### src/rtl/osd_mam_wb_arb.sv
// osd_mam_wb_arb
//   Two-master Wishbone arbiter in front of a single slave. Master 0 is the
//   MAM port. Ownership is round-robin on ties and is held for the whole
//   cycle (cyc high), bursts included; there is no preemption. A wait
//   counter aborts a strobed transfer that sees no ack for TIMEOUT cycles.
//   The aborted master gets an err and is locked out until it drops cyc.
//
// Ports
//   clk_i, rst_i       clock, synchronous active-high reset
//   mN_*_i             Wishbone master N request (cyc/stb/we/addr/dat/sel/cti/bte)
//   mN_dat_o           read data to master N (the slave data, unmuxed)
//   mN_ack_o/mN_err_o  termination to master N
//   s_*_o              muxed request to the slave (all zero while idle)
//   s_dat_i, s_ack_i   slave response
//   grant_o            one-hot current owner, 2'b00 when idle
module osd_mam_wb_arb #(
    parameter  int DATA_WIDTH = 32,
    parameter  int ADDR_WIDTH = 32,
    parameter  int TIMEOUT    = 255,
    localparam int SW         = DATA_WIDTH / 8
) (
    input  logic                  clk_i,
    input  logic                  rst_i,

    input  logic                  m0_cyc_i,
    input  logic                  m0_stb_i,
    input  logic                  m0_we_i,
    input  logic [ADDR_WIDTH-1:0] m0_addr_i,
    input  logic [DATA_WIDTH-1:0] m0_dat_i,
    input  logic [SW-1:0]         m0_sel_i,
    input  logic [2:0]            m0_cti_i,
    input  logic [1:0]            m0_bte_i,
    output logic [DATA_WIDTH-1:0] m0_dat_o,
    output logic                  m0_ack_o,
    output logic                  m0_err_o,

    input  logic                  m1_cyc_i,
    input  logic                  m1_stb_i,
    input  logic                  m1_we_i,
    input  logic [ADDR_WIDTH-1:0] m1_addr_i,
    input  logic [DATA_WIDTH-1:0] m1_dat_i,
    input  logic [SW-1:0]         m1_sel_i,
    input  logic [2:0]            m1_cti_i,
    input  logic [1:0]            m1_bte_i,
    output logic [DATA_WIDTH-1:0] m1_dat_o,
    output logic                  m1_ack_o,
    output logic                  m1_err_o,

    output logic                  s_cyc_o,
    output logic                  s_stb_o,
    output logic                  s_we_o,
    output logic [ADDR_WIDTH-1:0] s_addr_o,
    output logic [DATA_WIDTH-1:0] s_dat_o,
    output logic [SW-1:0]         s_sel_o,
    output logic [2:0]            s_cti_o,
    output logic [1:0]            s_bte_o,
    input  logic [DATA_WIDTH-1:0] s_dat_i,
    input  logic                  s_ack_i,

    output logic [1:0]            grant_o
);

    typedef enum logic [1:0] {IDLE = 2'd0, GNT0 = 2'd1, GNT1 = 2'd2} state_t;

    localparam logic [15:0] WAIT_LAST = 16'(TIMEOUT - 1);

    state_t      state;
    logic        last_owner;
    logic [1:0]  lock;
    logic [15:0] wait_cnt;
    logic        own_cyc;
    logic        own_stb;
    logic        timeout;
    logic        req0;
    logic        req1;

    // A locked-out master is invisible to arbitration until it drops cyc.
    assign req0 = m0_cyc_i & ~lock[0];
    assign req1 = m1_cyc_i & ~lock[1];

    // Request mux: owner's fields pass straight through, zeros when idle.
    always_comb begin
        own_cyc  = 1'b0;
        own_stb  = 1'b0;
        s_we_o   = 1'b0;
        s_addr_o = '0;
        s_dat_o  = '0;
        s_sel_o  = '0;
        s_cti_o  = '0;
        s_bte_o  = '0;
        case (state)
            GNT0: begin
                own_cyc  = m0_cyc_i;
                own_stb  = m0_stb_i;
                s_we_o   = m0_we_i;
                s_addr_o = m0_addr_i;
                s_dat_o  = m0_dat_i;
                s_sel_o  = m0_sel_i;
                s_cti_o  = m0_cti_i;
                s_bte_o  = m0_bte_i;
            end
            GNT1: begin
                own_cyc  = m1_cyc_i;
                own_stb  = m1_stb_i;
                s_we_o   = m1_we_i;
                s_addr_o = m1_addr_i;
                s_dat_o  = m1_dat_i;
                s_sel_o  = m1_sel_i;
                s_cti_o  = m1_cti_i;
                s_bte_o  = m1_bte_i;
            end
            default: ;
        endcase
    end

    // A late ack in the boundary cycle wins over the timeout.
    assign timeout = own_stb & ~s_ack_i & (wait_cnt == WAIT_LAST);

    // The aborting cycle drops cyc/stb so the slave sees the transfer end.
    assign s_cyc_o = own_cyc & ~timeout;
    assign s_stb_o = own_stb & ~timeout;

    assign m0_dat_o = s_dat_i;
    assign m1_dat_o = s_dat_i;

    // Terminations are suppressed while reset is applied so an aborted
    // transfer never sees a stray ack or err.
    assign m0_ack_o = s_ack_i & grant_o[0] & m0_stb_i & ~rst_i;
    assign m1_ack_o = s_ack_i & grant_o[1] & m1_stb_i & ~rst_i;
    assign m0_err_o = timeout & grant_o[0] & ~rst_i;
    assign m1_err_o = timeout & grant_o[1] & ~rst_i;

    always_ff @(posedge clk_i) begin
        if (rst_i) begin
            state      <= IDLE;
            grant_o    <= 2'b00;
            last_owner <= 1'b1;
            lock       <= 2'b00;
            wait_cnt   <= '0;
        end else begin
            // own_stb is 0 in IDLE, so idle also clears the counter.
            if (!own_stb || s_ack_i || timeout)
                wait_cnt <= '0;
            else
                wait_cnt <= wait_cnt + 16'd1;

            lock[0] <= (timeout & grant_o[0]) | (lock[0] & m0_cyc_i);
            lock[1] <= (timeout & grant_o[1]) | (lock[1] & m1_cyc_i);

            case (state)
                IDLE: begin
                    // On a tie the master that did not own last goes first.
                    if (req0 && (!req1 || last_owner)) begin
                        state   <= GNT0;
                        grant_o <= 2'b01;
                    end else if (req1) begin
                        state   <= GNT1;
                        grant_o <= 2'b10;
                    end
                end
                GNT0: begin
                    if (timeout) begin
                        state      <= IDLE;
                        grant_o    <= 2'b00;
                        last_owner <= 1'b0;
                    end else if (!m0_cyc_i) begin
                        last_owner <= 1'b0;
                        if (req1) begin
                            state   <= GNT1;
                            grant_o <= 2'b10;
                        end else begin
                            state   <= IDLE;
                            grant_o <= 2'b00;
                        end
                    end
                end
                GNT1: begin
                    if (timeout) begin
                        state      <= IDLE;
                        grant_o    <= 2'b00;
                        last_owner <= 1'b1;
                    end else if (!m1_cyc_i) begin
                        last_owner <= 1'b1;
                        if (req0) begin
                            state   <= GNT0;
                            grant_o <= 2'b01;
                        end else begin
                            state   <= IDLE;
                            grant_o <= 2'b00;
                        end
                    end
                end
                default: begin
                    state   <= IDLE;
                    grant_o <= 2'b00;
                end
            endcase
        end
    end

endmodule

### config.mk
export PLATFORM = sky130hd
export DESIGN_NAME = osd_mam_wb_arb
export DESIGN_NICKNAME = d
export VERILOG_FILES = /design/src/rtl/osd_mam_wb_arb.sv
export SDC_FILE = /design/constraint.sdc
export NUM_CORES = 1
export LEC_CHECK = 0
export CAP_MARGIN = 10
export CORE_AREA = 2 2 129 131
export DETAILED_ROUTE_END_ITERATION = 16
export DIE_AREA = 0 0 131 133
export PLACE_DENSITY = 0.64
export SYNTH_ARGS = -nofsm -noshare
export SYNTH_HDL_FRONTEND = slang
export SYNTH_SLANG_ARGS = --single-unit
### constraint.sdc
create_clock -name clk_i -period 3.35 [get_ports clk_i]
set_clock_uncertainty 0.05 [all_clocks]
set_input_delay 0.67 -clock clk_i [delete_from_list [all_inputs] [get_ports clk_i]]
set_output_delay 0.67 -clock clk_i [all_outputs]
set_load 0.01 [all_outputs]
==> metrics.txt <==
TritonCTS clock tree=yes; layout cells sized above 1=3.82%; Sw Ratio=39.5%; Comb power frac=73.8%; worst hold path depth=1; HP Class=register to register; reg2reg end=wait_cnt[15]; cell area after synthesis=2680 um^2; post-route setup slack=between 150 and 200 ps; Cell Count, Final, Fillers Out=between 700 and 800; Placeable Area=16,200 um^2; sequential power share=around 14%; die width=between 100 and 150 um; area grow syn2layout=82.7%; hpwl dp=9390 um; worst path arrival time=~2400 ps; pwr dens=413 nW/um^2; GRT overflow=0; vias in the first global route=just under 3,000; register area share after synthesis=~16%; GR met3 Demand/Resource=roughly 3.3%; cts hold-fix bufs=0; Internal=around 1.2 mW; Ys Warns=0; Port Buffers=236; Antenna Nets Post-Route=0; H-tree depth=1; Crit. End Element=output port; vias per cell=4.17; WL/cell=roughly 16 um; CTS max path bufs=2; Mapped Nets=560; worst slack, placed=-41.0 ps; max-capacitance violation count=0; latest clock arrival within the worst-skew pair=250 ps; Yosys cell types=37; sw power=about 0.8 mW; Reg2Reg Setup Slack=1020 ps; Period minus WS final=3150 ps; post-route cell area=slightly below 5000 um^2; Hold Path Sink=wait_cnt[0]; Worst-path clk slew=roughly 50 ps; Initial Util=16.6%; Cells after DPL=739; Num CTS Buffers=3; Setup Viol. Count Final=0; RSZ-0062 raised after global routing=no; CP Launch Type=input port; measured slew at the worst slew-check pin=744 ps; hold_sp=wait_cnt[0]; Leakage=1.53 nW; GPL Wtd Cong=0.749; ant diodes=0; #FFs+latches synth=21; Tcrit/Tclk final=between 90 and 100%; Max VDD drop=0.288 mV; Slew headroom=49.9%; reg2reg start=state[0]; final wirelength=~12,000 um; GRT met1 Usage=15.0%; largest net degree at the start of global routing=78; Pins Over Slew Limit=0; GRT Overall Usage=12.1%; die height=133 um; fmax=317 MHz; final hold violation count=0; WS Path Type=input port to output port; crit-path max FO=2; CTS Root Cell=clkbuf_16; die area=17,400 um^2; DR DRC count=0; DR vias=3,101; reg2reg path depth=6; first-pass GRT wire length=16,800 um; CTS Sinks=21; initial DRC count=roughly 100; first-pass iteration count of the detailed router=4; dpl cell area=about 4800 um^2; met2 usage=21.4%; Crit path required time=around 2600 ps; num ports=333; Mean Syn Cell Area=7.31 um^2; fin nets=around 720; clock share of power=12.5%; initial antenna violation count=0; site row count=47; most used routing layer=met2; status=completed; buffer count from post-CTS setup fixing=0; Post-Syn Instances=367
==> Yosys cell counts, drive strengths merged <==
cell | instances | share of area (%)
nand3 | 6 | 1.1
nor2b | 76 | 18
a22o | 1 | 0.33
inv | 7 | 0.98
and2 | 1 | 0.23
nor3 | 2 | 0.37
clkbuf | 24 | 3.4
nand2 | 9 | 1.3
or3 | 2 | 0.51
xor2 | 6 | 2.0
o22ai | 2 | 0.47
o21ai | 2 | 0.51
a22oi | 77 | 22
xnor2 | 8 | 2.6
nor3b | 1 | 0.28
a31oi | 1 | 0.23
or4 | 2 | 0.70
or3b | 1 | 0.42
nand4 | 2 | 0.47
or4bb | 1 | 0.42
nand2b | 4 | 0.93
and3 | 2 | 0.51
a21oi | 1 | 0.19
a221o | 1 | 0.37
dfxtp | 21 | 16
ha | 6 | 2.8
or4b | 1 | 0.51
buf | 68 | 19
nor4 | 2 | 0.47
nor2 | 29 | 4.1
a32oi | 1 | 0.33
==> per-stage QoR <==
step | power (mW) | TNS, ps | utilization [%] | hold slack [ps]
after floorplan | 1.15 | 0 | - | 400
after global placement | 1.81 | -59.0 | 29.8 | 424
after detailed placement | 1.80 | -95.9 | 29.8 | 425
after CTS | 2.06 | 0 | 30.3 | 440
after global routing | 2.18 | 0 | 30.3 | 475
final | 2.03 | 0 | 30.3 | 435
==> final cells by class <==
class / count / area [um^2]
fillers: 1719 / 11300
repair buffers: 244 / 2450
multi-input cells: 247 / 1650
flip-flops and latches: 21 / 420
well taps: 220 / 275
clock buffers: 4 / 78.8
inverters: 7 / 26.3
==> layer usage <==
metal / wire length, um / up-vias
li1: - / 1523
met1: 4790 / 1391
met2: 5760 / 175
met3: 1190 / 12
met4: 141 / 0
met5: 0 / -
==> critical path: stages <==
cell and delay [ps]:
clkdlybuf4s50_1 500, a22oi_1 110, or3b_4 380, nand2b_1 180
buf_4 160, and3_1 150, dlygate4sd2_1 280
==> placed cells by master, fill, tap and decap left out, drive strengths merged, types with 2 or more instances in the layout <==
cell and instances:
a22oi 77, or4 2, o21ai 2, o22ai 2, xnor2 8, clkdlybuf4s50 232
nor2b 76, and3 2, nand4 2, nor4 2, nor3 2, dlygate4sd2 3
nor2 29, xor2 6, or3 2, ha 6, clkbuf 4, nand3 6
nand2 9, inv 7, buf 8, nand2b 4, dfxtp 21
==> power by group through the flow <==
stage / Combinational [mW] / Sequential, mW / Clock, mW
after floorplan: 0.869 / 0.282 / 0
after global routing: 1.63 / 0.282 / 0.265
final: 1.49 / 0.279 / 0.253
after detailed placement: 1.52 / 0.283 / 0
after CTS: 1.52 / 0.278 / 0.255
after global placement: 1.52 / 0.283 / 0
==> sequential cells by signal, indices dropped and copies added (netlist names) <==
name and count:
state 2, last_owner 1, lock 2, wait_cnt 16
==> worst max-delay path by stage <==
| stage | cells after the start | endpoint | slack (ps) | startpoint |
|---|---|---|---|---|
| global route | 5 | s_addr_o[15] | 90 | state[0] |
| floorplan | 6 | s_cyc_o | 900 | state[1] |
| CTS | 8 | s_stb_o | 5 | m1_stb_i |
| finish | 7 | s_cyc_o | 200 | m1_stb_i |
| detailed placement | 7 | m0_err_o | -40 | m1_stb_i |
| global placement | 7 | m0_err_o | -30 | m1_stb_i |
==> cell families after synthesis <==
group	after synthesis	share of synthesized area, %
buffers and inverters	99	23.0
XOR/XNOR	14	4.57
AND/OR/NAND/NOR	141	30.0
adder cells (fa/ha/maj)	6	2.80
flip-flops	21	15.7
AO/OA/AOI/OAI	86	24.0
==> timing repair <==
| action | CTS | global route |
|---|---|---|
| gates resized for setup | 3 | 2 |
| endpoints found under the hold margin | 0 | 0 |
| setup endpoints to repair | 3 | 52 |
Power figures use the tool's default switching activity.
